--- config.mk ---
export PLATFORM = sky130hd
export DESIGN_NAME = lia_avalon_regs
export DESIGN_NICKNAME = d
export VERILOG_FILES = /design/src/rtl/lia_regs_pkg.sv /design/src/rtl/lia_avalon_regs.sv
export SDC_FILE = /design/constraint.sdc
export NUM_CORES = 1
export LEC_CHECK = 0
export ABC_AREA = 0
export CAP_MARGIN = 0
export CORE_MARGIN = 3
export CORE_UTILIZATION = 40
export DETAILED_ROUTE_END_ITERATION = 10
export HOLD_SLACK_MARGIN = 0.08
export PLACE_DENSITY = 0.68
export SLEW_MARGIN = 10
export SYNTH_ARGS = -nofsm -noshare
export SYNTH_HDL_FRONTEND = slang
export SYNTH_SLANG_ARGS = --single-unit
--- constraint.sdc ---
create_clock -name clk_clk -period 2.8 [get_ports clk_clk]
set_input_delay 0.56 -clock clk_clk [delete_from_list [all_inputs] [get_ports clk_clk]]
set_output_delay 0.56 -clock clk_clk [all_outputs]
set_load 0.03 [all_outputs]
--- src/rtl/lia_regs_pkg.sv ---
// Lock-in amplifier register map shared by the Avalon-MM register block and its users.
// Holds word addresses of each register or register window and the CTRL/STATUS bit indices.
package lia_regs_pkg;

  // Word addresses on the 5-bit Avalon-MM address bus.
  localparam logic [4:0] ADDR_INCR_BASE = 5'h00;  // 0x00-0x07 per-channel phase increment
  localparam logic [4:0] ADDR_OFFS_BASE = 5'h08;  // 0x08-0x0F per-channel phase offset
  localparam logic [4:0] ADDR_GAIN_CTRL = 5'h10;
  localparam logic [4:0] ADDR_DAC_GAIN  = 5'h11;
  localparam logic [4:0] ADDR_CTRL      = 5'h12;  // write-only strobes
  localparam logic [4:0] ADDR_STATUS    = 5'h13;  // read-only
  localparam logic [4:0] ADDR_SNAP_BASE = 5'h14;  // 0x14-0x1B per-channel {Y, X} snapshot

  // CTRL bits.
  localparam int unsigned CTRL_COMMIT_BIT = 0;
  localparam int unsigned CTRL_SNAP_BIT   = 1;

  // STATUS bits.
  localparam int unsigned STATUS_COMMIT_PEND_BIT = 0;
  localparam int unsigned STATUS_SNAP_PEND_BIT   = 1;
  localparam int unsigned STATUS_SNAP_VALID_BIT  = 2;

endpackage

--- src/rtl/lia_avalon_regs.sv ---
// Avalon-MM control/status registers for a multi-channel lock-in amplifier.
// Phase increments/offsets are written into shadow registers and copied to the active outputs
// atomically on an NCO frame tick after a COMMIT request. X/Y results are captured into
// snapshot registers on a lock-in sample strobe after a SNAP request.
// Ports:
//   clk_clk, reset_reset_n           clock, asynchronous active-low reset
//   avs_*                            Avalon-MM slave, zero-wait writes, read latency 1
//   sync_tick                        NCO frame strobe (commit point)
//   sample_valid                     lock-in output strobe (snapshot point)
//   lia_x_in / lia_y_in              flattened per-channel X/Y results
//   phase_incr_out / phase_offs_out  flattened active per-channel phase settings
//   gain_ctrl_out / dac_gain_out     active gain settings
module lia_avalon_regs
  import lia_regs_pkg::*;
#(
  parameter int unsigned N_CH    = 8,
  parameter int unsigned PHASE_W = 20,
  parameter int unsigned DATA_W  = 16
) (
  input  logic                      clk_clk,
  input  logic                      reset_reset_n,
  input  logic [4:0]                avs_address,
  input  logic                      avs_write,
  input  logic                      avs_read,
  input  logic [31:0]               avs_writedata,
  output logic [31:0]               avs_readdata,
  output logic                      avs_readdatavalid,
  input  logic                      sync_tick,
  input  logic                      sample_valid,
  input  logic [N_CH*DATA_W-1:0]    lia_x_in,
  input  logic [N_CH*DATA_W-1:0]    lia_y_in,
  output logic [N_CH*PHASE_W-1:0]   phase_incr_out,
  output logic [N_CH*PHASE_W-1:0]   phase_offs_out,
  output logic [5:0]                gain_ctrl_out,
  output logic [7:0]                dac_gain_out
);

  logic        ctrl_wr, commit_fire, snap_fire;
  logic        commit_pending_d, commit_pending_q;
  logic        snap_pending_d, snap_pending_q;
  logic        snap_valid_d, snap_valid_q;
  logic [5:0]  gain_ctrl_d, gain_ctrl_q;
  logic [7:0]  dac_gain_d, dac_gain_q;
  logic [31:0] rd_mux, status_word;
  logic [31:0] readdata_d, readdata_q;
  logic        readdatavalid_d, readdatavalid_q;

  logic [N_CH*PHASE_W-1:0] incr_shadow_flat, offs_shadow_flat;
  logic [N_CH*32-1:0]      snap_flat;

  // Upper write-data bits beyond the widest field are intentionally ignored.
  logic unused_wdata;
  assign unused_wdata = ^avs_writedata;

  always_comb begin
    ctrl_wr     = avs_write && (avs_address == ADDR_CTRL);
    // Transfers key off the registered pending flags, so a request written in the same
    // cycle as a strobe waits for the following strobe.
    commit_fire = sync_tick && commit_pending_q;
    snap_fire   = sample_valid && snap_pending_q;

    commit_pending_d = commit_pending_q;
    if (commit_fire) commit_pending_d = 1'b0;
    if (ctrl_wr && avs_writedata[CTRL_COMMIT_BIT]) commit_pending_d = 1'b1;

    snap_pending_d = snap_pending_q;
    snap_valid_d   = snap_valid_q;
    if (snap_fire) begin
      snap_pending_d = 1'b0;
      snap_valid_d   = 1'b1;
    end
    if (ctrl_wr && avs_writedata[CTRL_SNAP_BIT]) begin
      snap_pending_d = 1'b1;
      snap_valid_d   = 1'b0;
    end

    gain_ctrl_d = (avs_write && (avs_address == ADDR_GAIN_CTRL)) ? avs_writedata[5:0]
                                                                 : gain_ctrl_q;
    dac_gain_d  = (avs_write && (avs_address == ADDR_DAC_GAIN)) ? avs_writedata[7:0]
                                                                : dac_gain_q;
  end

  // Per-channel shadow/active phase registers and snapshot registers.
  for (genvar k = 0; k < N_CH; k++) begin : g_ch
    localparam logic [4:0] IncrAddr = ADDR_INCR_BASE + 5'(k);
    localparam logic [4:0] OffsAddr = ADDR_OFFS_BASE + 5'(k);

    logic [PHASE_W-1:0] incr_shadow_d, incr_shadow_q, offs_shadow_d, offs_shadow_q;
    logic [PHASE_W-1:0] incr_active_d, incr_active_q, offs_active_d, offs_active_q;
    logic [DATA_W-1:0]  snap_x_d, snap_x_q, snap_y_d, snap_y_q;

    always_comb begin
      incr_shadow_d = (avs_write && (avs_address == IncrAddr)) ? avs_writedata[PHASE_W-1:0]
                                                               : incr_shadow_q;
      offs_shadow_d = (avs_write && (avs_address == OffsAddr)) ? avs_writedata[PHASE_W-1:0]
                                                               : offs_shadow_q;
      // Active copy takes the pre-write shadow, so a coincident shadow write waits.
      incr_active_d = commit_fire ? incr_shadow_q : incr_active_q;
      offs_active_d = commit_fire ? offs_shadow_q : offs_active_q;
      snap_x_d      = snap_fire ? lia_x_in[k*DATA_W +: DATA_W] : snap_x_q;
      snap_y_d      = snap_fire ? lia_y_in[k*DATA_W +: DATA_W] : snap_y_q;
    end

    always_ff @(posedge clk_clk or negedge reset_reset_n) begin
      if (!reset_reset_n) begin
        incr_shadow_q <= '0;
        offs_shadow_q <= '0;
        incr_active_q <= '0;
        offs_active_q <= '0;
        snap_x_q      <= '0;
        snap_y_q      <= '0;
      end else begin
        incr_shadow_q <= incr_shadow_d;
        offs_shadow_q <= offs_shadow_d;
        incr_active_q <= incr_active_d;
        offs_active_q <= offs_active_d;
        snap_x_q      <= snap_x_d;
        snap_y_q      <= snap_y_d;
      end
    end

    assign phase_incr_out[k*PHASE_W +: PHASE_W]   = incr_active_q;
    assign phase_offs_out[k*PHASE_W +: PHASE_W]   = offs_active_q;
    assign incr_shadow_flat[k*PHASE_W +: PHASE_W] = incr_shadow_q;
    assign offs_shadow_flat[k*PHASE_W +: PHASE_W] = offs_shadow_q;
    assign snap_flat[k*32 +: 32]                  = {16'(snap_y_q), 16'(snap_x_q)};
  end

  // Read mux; CTRL and unmapped addresses fall through to zero.
  always_comb begin
    status_word                         = '0;
    status_word[STATUS_COMMIT_PEND_BIT] = commit_pending_q;
    status_word[STATUS_SNAP_PEND_BIT]   = snap_pending_q;
    status_word[STATUS_SNAP_VALID_BIT]  = snap_valid_q;

    rd_mux = '0;
    for (int k = 0; k < int'(N_CH); k++) begin
      if (avs_address == ADDR_INCR_BASE + 5'(k)) rd_mux = 32'(incr_shadow_flat[k*PHASE_W +: PHASE_W]);
      if (avs_address == ADDR_OFFS_BASE + 5'(k)) rd_mux = 32'(offs_shadow_flat[k*PHASE_W +: PHASE_W]);
      if (avs_address == ADDR_SNAP_BASE + 5'(k)) rd_mux = snap_flat[k*32 +: 32];
    end
    if (avs_address == ADDR_GAIN_CTRL) rd_mux = {26'd0, gain_ctrl_q};
    if (avs_address == ADDR_DAC_GAIN)  rd_mux = {24'd0, dac_gain_q};
    if (avs_address == ADDR_STATUS)    rd_mux = status_word;

    readdata_d      = avs_read ? rd_mux : readdata_q;
    readdatavalid_d = avs_read;
  end

  always_ff @(posedge clk_clk or negedge reset_reset_n) begin
    if (!reset_reset_n) begin
      commit_pending_q <= 1'b0;
      snap_pending_q   <= 1'b0;
      snap_valid_q     <= 1'b0;
      gain_ctrl_q      <= '0;
      dac_gain_q       <= '0;
      readdata_q       <= '0;
      readdatavalid_q  <= 1'b0;
    end else begin
      commit_pending_q <= commit_pending_d;
      snap_pending_q   <= snap_pending_d;
      snap_valid_q     <= snap_valid_d;
      gain_ctrl_q      <= gain_ctrl_d;
      dac_gain_q       <= dac_gain_d;
      readdata_q       <= readdata_d;
      readdatavalid_q  <= readdatavalid_d;
    end
  end

  assign gain_ctrl_out     = gain_ctrl_q;
  assign dac_gain_out      = dac_gain_q;
  assign avs_readdata      = readdata_q;
  assign avs_readdatavalid = readdatavalid_q;

endmodule

After elaboration in Yosys (flattened, before gate mapping)
Index checks and enable logic that the tools add are counted.

Word-level logic and storage cells: 141. Input port bits: 299. Output and inout bits: 367. Register bits after elaboration: 946.

Mux-type cells: 33. Reduce and logical (&&, ||, !) cells: 26. Equal/unequal tests: 27.

Operator list (number): $mux 32 (25); $eq 5x5->1 const B (12); $eq 5x4->1 const B (8); $mux 20 (2); $logic_and 1x1->1 (23); $eq 5x3->1 const B (4); $eq 5x2->1 const B (2); $mux 1 (6); $eq 5x1->1 const B (1); $logic_not 5->1 (1); $reduce_bool 2->1 (2).

Logic depth before layout (Yosys ltp)
Depth after elaboration: 28. Depth in mapped cells: 10. Mapped depth without buffers: 6.

Worst setup path before layout
No wires, ideal clock.

Kind: input port to flip-flop. From: in avs_address[3]. To: reg readdata_q[7], in the netlist avs_readdata[7]. Arrival time: 2.043 ns. Stages: 7. Path slack: 0.622 ns. Cell sequence: buf_4 > buf_2 > buf_4 > mux2_2 > a221o_1 > a221oi_1 > o31ai_1.

Word-level cells in the longest chain between the ends: 28.

RTL lines: start: declaration (RTL line lia_avalon_regs.sv:22) `input logic [4:0] avs_address,`; $logic_not 5->1 (RTL line lia_avalon_regs.sv:138) `if (avs_address == ADDR_INCR_BASE + 5'(k)) rd_mux = 32'(incr_shadow_flat[k*PHASE_W +: PHASE_W]);`; $mux 20 (RTL line lia_avalon_regs.sv:138); $mux 20 (RTL line lia_avalon_regs.sv:139) `if (avs_address == ADDR_OFFS_BASE + 5'(k)) rd_mux = 32'(offs_shadow_flat[k*PHASE_W +: PHASE_W]);`; $mux 32 (RTL line lia_avalon_regs.sv:140) `if (avs_address == ADDR_SNAP_BASE + 5'(k)) rd_mux = snap_flat[k*32 +: 32];`; $mux 32 (RTL line lia_avalon_regs.sv:138); $mux 32 (RTL line lia_avalon_regs.sv:139); $mux 32 (RTL line lia_avalon_regs.sv:140); $mux 32 (RTL line lia_avalon_regs.sv:138); [12 not listed]; $mux 32 (RTL line lia_avalon_regs.sv:139); $mux 32 (RTL line lia_avalon_regs.sv:140); $mux 32 (RTL line lia_avalon_regs.sv:138); $mux 32 (RTL line lia_avalon_regs.sv:139); $mux 32 (RTL line lia_avalon_regs.sv:140); $mux 32 (RTL line lia_avalon_regs.sv:142) `if (avs_address == ADDR_GAIN_CTRL) rd_mux = {26'd0, gain_ctrl_q};`; $mux 32 (RTL line lia_avalon_regs.sv:143) `if (avs_address == ADDR_DAC_GAIN) rd_mux = {24'd0, dac_gain_q};`; $mux 32 * (RTL line lia_avalon_regs.sv:144) `if (avs_address == ADDR_STATUS) rd_mux = status_word;`; end signal: assignment (RTL line lia_avalon_regs.sv:165) `readdata_q <= readdata_d;`; end: declaration (RTL line lia_avalon_regs.sv:45) `logic [31:0] readdata_d, readdata_q;`.

Mark *: on every way between the ends. The rest lies on a longest branch, timed or not. A chain may end at the register's enable or synchronous reset.

Worst setup path in the final report
From: in avs_address[2]. To: reg readdata_q[4], in the netlist avs_readdata[4].

Same word-level chain as after synthesis.

==> out/results.ini <==
[setup_path]
critPathSlowestCell=a221oi_1
critPathKind=in2reg
end_kind=register
critPathMaxFanout=8
critPathMaxStageDelay_ns=0.59
r2r_cells=6
critPathLaunchType=primary input
path_cells=clkdlybuf4s50_1 > buf_4 > nand2b_1 > buf_4 > nor3_2 > buf_12 > buf_4 > a221oi_1 > buf_4 > nand2_1 > a311oi_1 > nor2_1
required_ns=3.36
rr_startpoint=g_ch[3].incr_shadow_q[10]
arrival_ns=3.30
regToRegSetupSlack_ns=0.56
rr_endpoint=avs_readdata[10]
crit_top_cell=buf_4

[cts]
cts_buffers=100
cts_sinks=946
postCtsSetupBuffers=0
cts_tree=built
clk_pin_slew_ns=0.06
htreeDepth=3
cts-root-buf=clkbuf_16
cts_buffer_depth=3
insertion_delay_ns=0.70

[grt]
grt_pass1_vias=31900
grt_first_pass_wirelength_mm=242
globalRoute.totalOverflow=0
antenna_found_initial=13
grtUsageTotal_pct=31.6
grt_max_degree=85

[timing]
finClkSkew_ns=0.0362
holdWs_ns=0.469
fin_crit_sh_pct=97.7
layout_setup_ws_ns=0.0632
slew_headroom_pct=32.5
setup_viol=0
fin_crit_ns=2.74
grt_setup_unrepaired=no
slew_violations=0
final_hold_viol_count=0
tightest_slew_ns=1.01
fmax_mhz=365

[synth]
synthArstFlopShare_pct=100
synthTopCellsByArea=dfrtp_1 57%, mux2_2 24%, a22oi_1 1.5%, a21oi_1 1.3%, mux2_1 1.1%
synth_top_area_cell=dfrtp_1
ys_ff_latch=946
synth_cell_types=88
synth-edff-count=0
synth_top_area_share_pct=57.3
seq_area_frac_synth_pct=57.3
synth_area_mm2=0.0413
postSynthAreaPerCell_um2=13.5
synth_ff_type=dfrtp_1
yosysWarningCount=0
netlist_instances=3068
syn-num-nets=3367

[power_and_ir_drop]
power_density_mw_per_mm2=702
p_leak_nw=25.7
p_total_mw=39.1
vdd_drop_max_v=0.000491

[floorplanning]
rows=117
die_y_um=327
io_pins=666
core-area_mm2=0.102
die-area_mm2=0.107
die_w_um=327
start_util_pct=40.4

[final_layout]
final_nets=4316
drive_above_1_share_pct=37.0
fillers=8684
syn_to_final_growth_pct=34.9

[drt]
viasPerCell=5.83
dr.pass1.iters=5
wire_per_inst_um=31.5
drtIter0Drc=3400
vias=32000
antenna_left=0
drc=0
routed_wl_mm=173

[flow_run]
maxCapViolCount=0

[placement]
dp_hpwl_mm=134
gp_congestion=1.02
pre_cts_ws_ns=-0.613
io_buffers=653

[hold_path]
hp-class=in2async

[outcome]
status=completed

-- through the flow --
| step | setup TNS, ns | instance area [µm²] | utilization [%] | instances |
|---|---|---|---|---|
| floorplan | 0 | 41300 | - | 3068 |
| global route | 0 | 55700 | 54.5 | 5476 |
| CTS | 0 | 55700 | 54.5 | 5470 |
| finish | 0 | 55700 | 54.5 | 5483 |
| global placement | -10.50 | 52300 | 51.2 | 5282 |
| detailed placement | -14.45 | 52300 | 51.2 | 5282 |
-- cell type report --
class	instances	area (µm²)	area share (%)
sequential	946	23700	42.5
multi-input combinational	1878	16500	29.7
timing repair buffer	1078	10400	18.6
clock buffer	155	2990	5.37
tap	1368	1710	3.07
clock inverter	32	369	0.662
inverter	13	48.8	0.0876
antenna	13	32.5	0.0584
-- routing by layer --
layer | share of wire [%] | vias to the layer above | track usage (%)
li1 | - | 13300 | -
met1 | 41 | 16700 | 43.0
met2 | 45 | 1673 | 49.0
met3 | 9.7 | 324 | 8.12
met4 | 4.1 | 6 | 11.5
met5 | 0.023 | - | 0
-- critical path: cells and delay by family --
family / cells / cell delay, ns
buffers and inverters: 6 / 1.33
and+or+nand+nor: 4 / 0.53
AOI/OAI and AO/OA: 2 / 0.87
-- synthesized netlist by cell type, types with 18 or more instances --
master and number:
a21oi_1 107, a22o_1 18, a22oi_1 80, a31oi_1 21, buf_2 83, clkbuf_1 114
dfrtp_1 946, mux2_1 40, mux2_2 879, mux2i_1 30, nand2_1 100, nand3_1 39
nor2_1 89, o21ai_0 77, o22ai_1 45
-- logic make-up after synthesis --
kind of cell | after synthesis | synth area share [%]
AND/OR/NAND/NOR | 368 | 4.69
AO/OA/AOI/OAI | 561 | 9.42
buffers and inverters | 244 | 2.83
flip-flops | 946 | 57.3
multiplexers | 949 | 25.8
-- cell usage in the layout (no fill, tap or decap), drive strengths merged, types with 14 or more instances in the layout --
master	netlist	final
dfrtp	946	946
mux2	919	919
clkdlybuf4s50	0	648
buf	116	429
clkbuf	115	155
a21oi	108	108
nand2	101	101
nor2	101	101
o21ai	87	87
a22oi	80	80
o22ai	45	45
nand3	40	40
mux2i	30	30
a31oi	21	21
a22o	18	18
inv	13	18
nand4	17	17
o31ai	17	17
a21o	17	17
nor2b	17	17
clkinv	0	17
o211ai	16	16
a211oi	15	15
nor3	15	15
a221oi	14	14
a221o	14	14
a2bb2oi	14	14
-- timing repair --
action / 4_1_cts / 5_1_grt
hold buffers: 1 / 0
endpoints found under the hold margin: 27 / 0
resized for setup: 0 / 2
setup endpoints to repair: 0 / 1
-- sequential cells by signal, indices dropped and copies added, names as in the netlist --
signal	count
avs_readdata	32
avs_readdatavalid	1
commit_pending_q	1
dac_gain_out	8
g_ch.incr_active_q	160
g_ch.incr_shadow_q	160
g_ch.offs_active_q	160
g_ch.offs_shadow_q	160
g_ch.snap_x_q	128
g_ch.snap_y_q	128
gain_ctrl_out	6
snap_pending_q	1
snap_valid_q	1
-- power breakdown --
part           switching [mW]  internal [mW]
sequential               2.58           15.9
clock                    5.64           7.92
combinational            3.53           3.52
-- worst max-delay path by stage --
stage / cells past startpoint / endpoint / start / slack [ns]
5_1_grt: 12 / avs_readdata[4] / avs_address[2] / 0.07
3_5_place_dp: 10 / avs_readdata[12] / avs_address[2] / -0.61
6_report: 12 / avs_readdata[4] / avs_address[2] / 0.06
3_3_place_gp: 10 / avs_readdata[12] / avs_address[2] / -0.66
4_1_cts: 10 / avs_readdata[12] / avs_address[2] / 0.11
2_1_floorplan: 7 / avs_readdata[7] / avs_address[3] / 0.62
(Power assumes the default switching activity.)
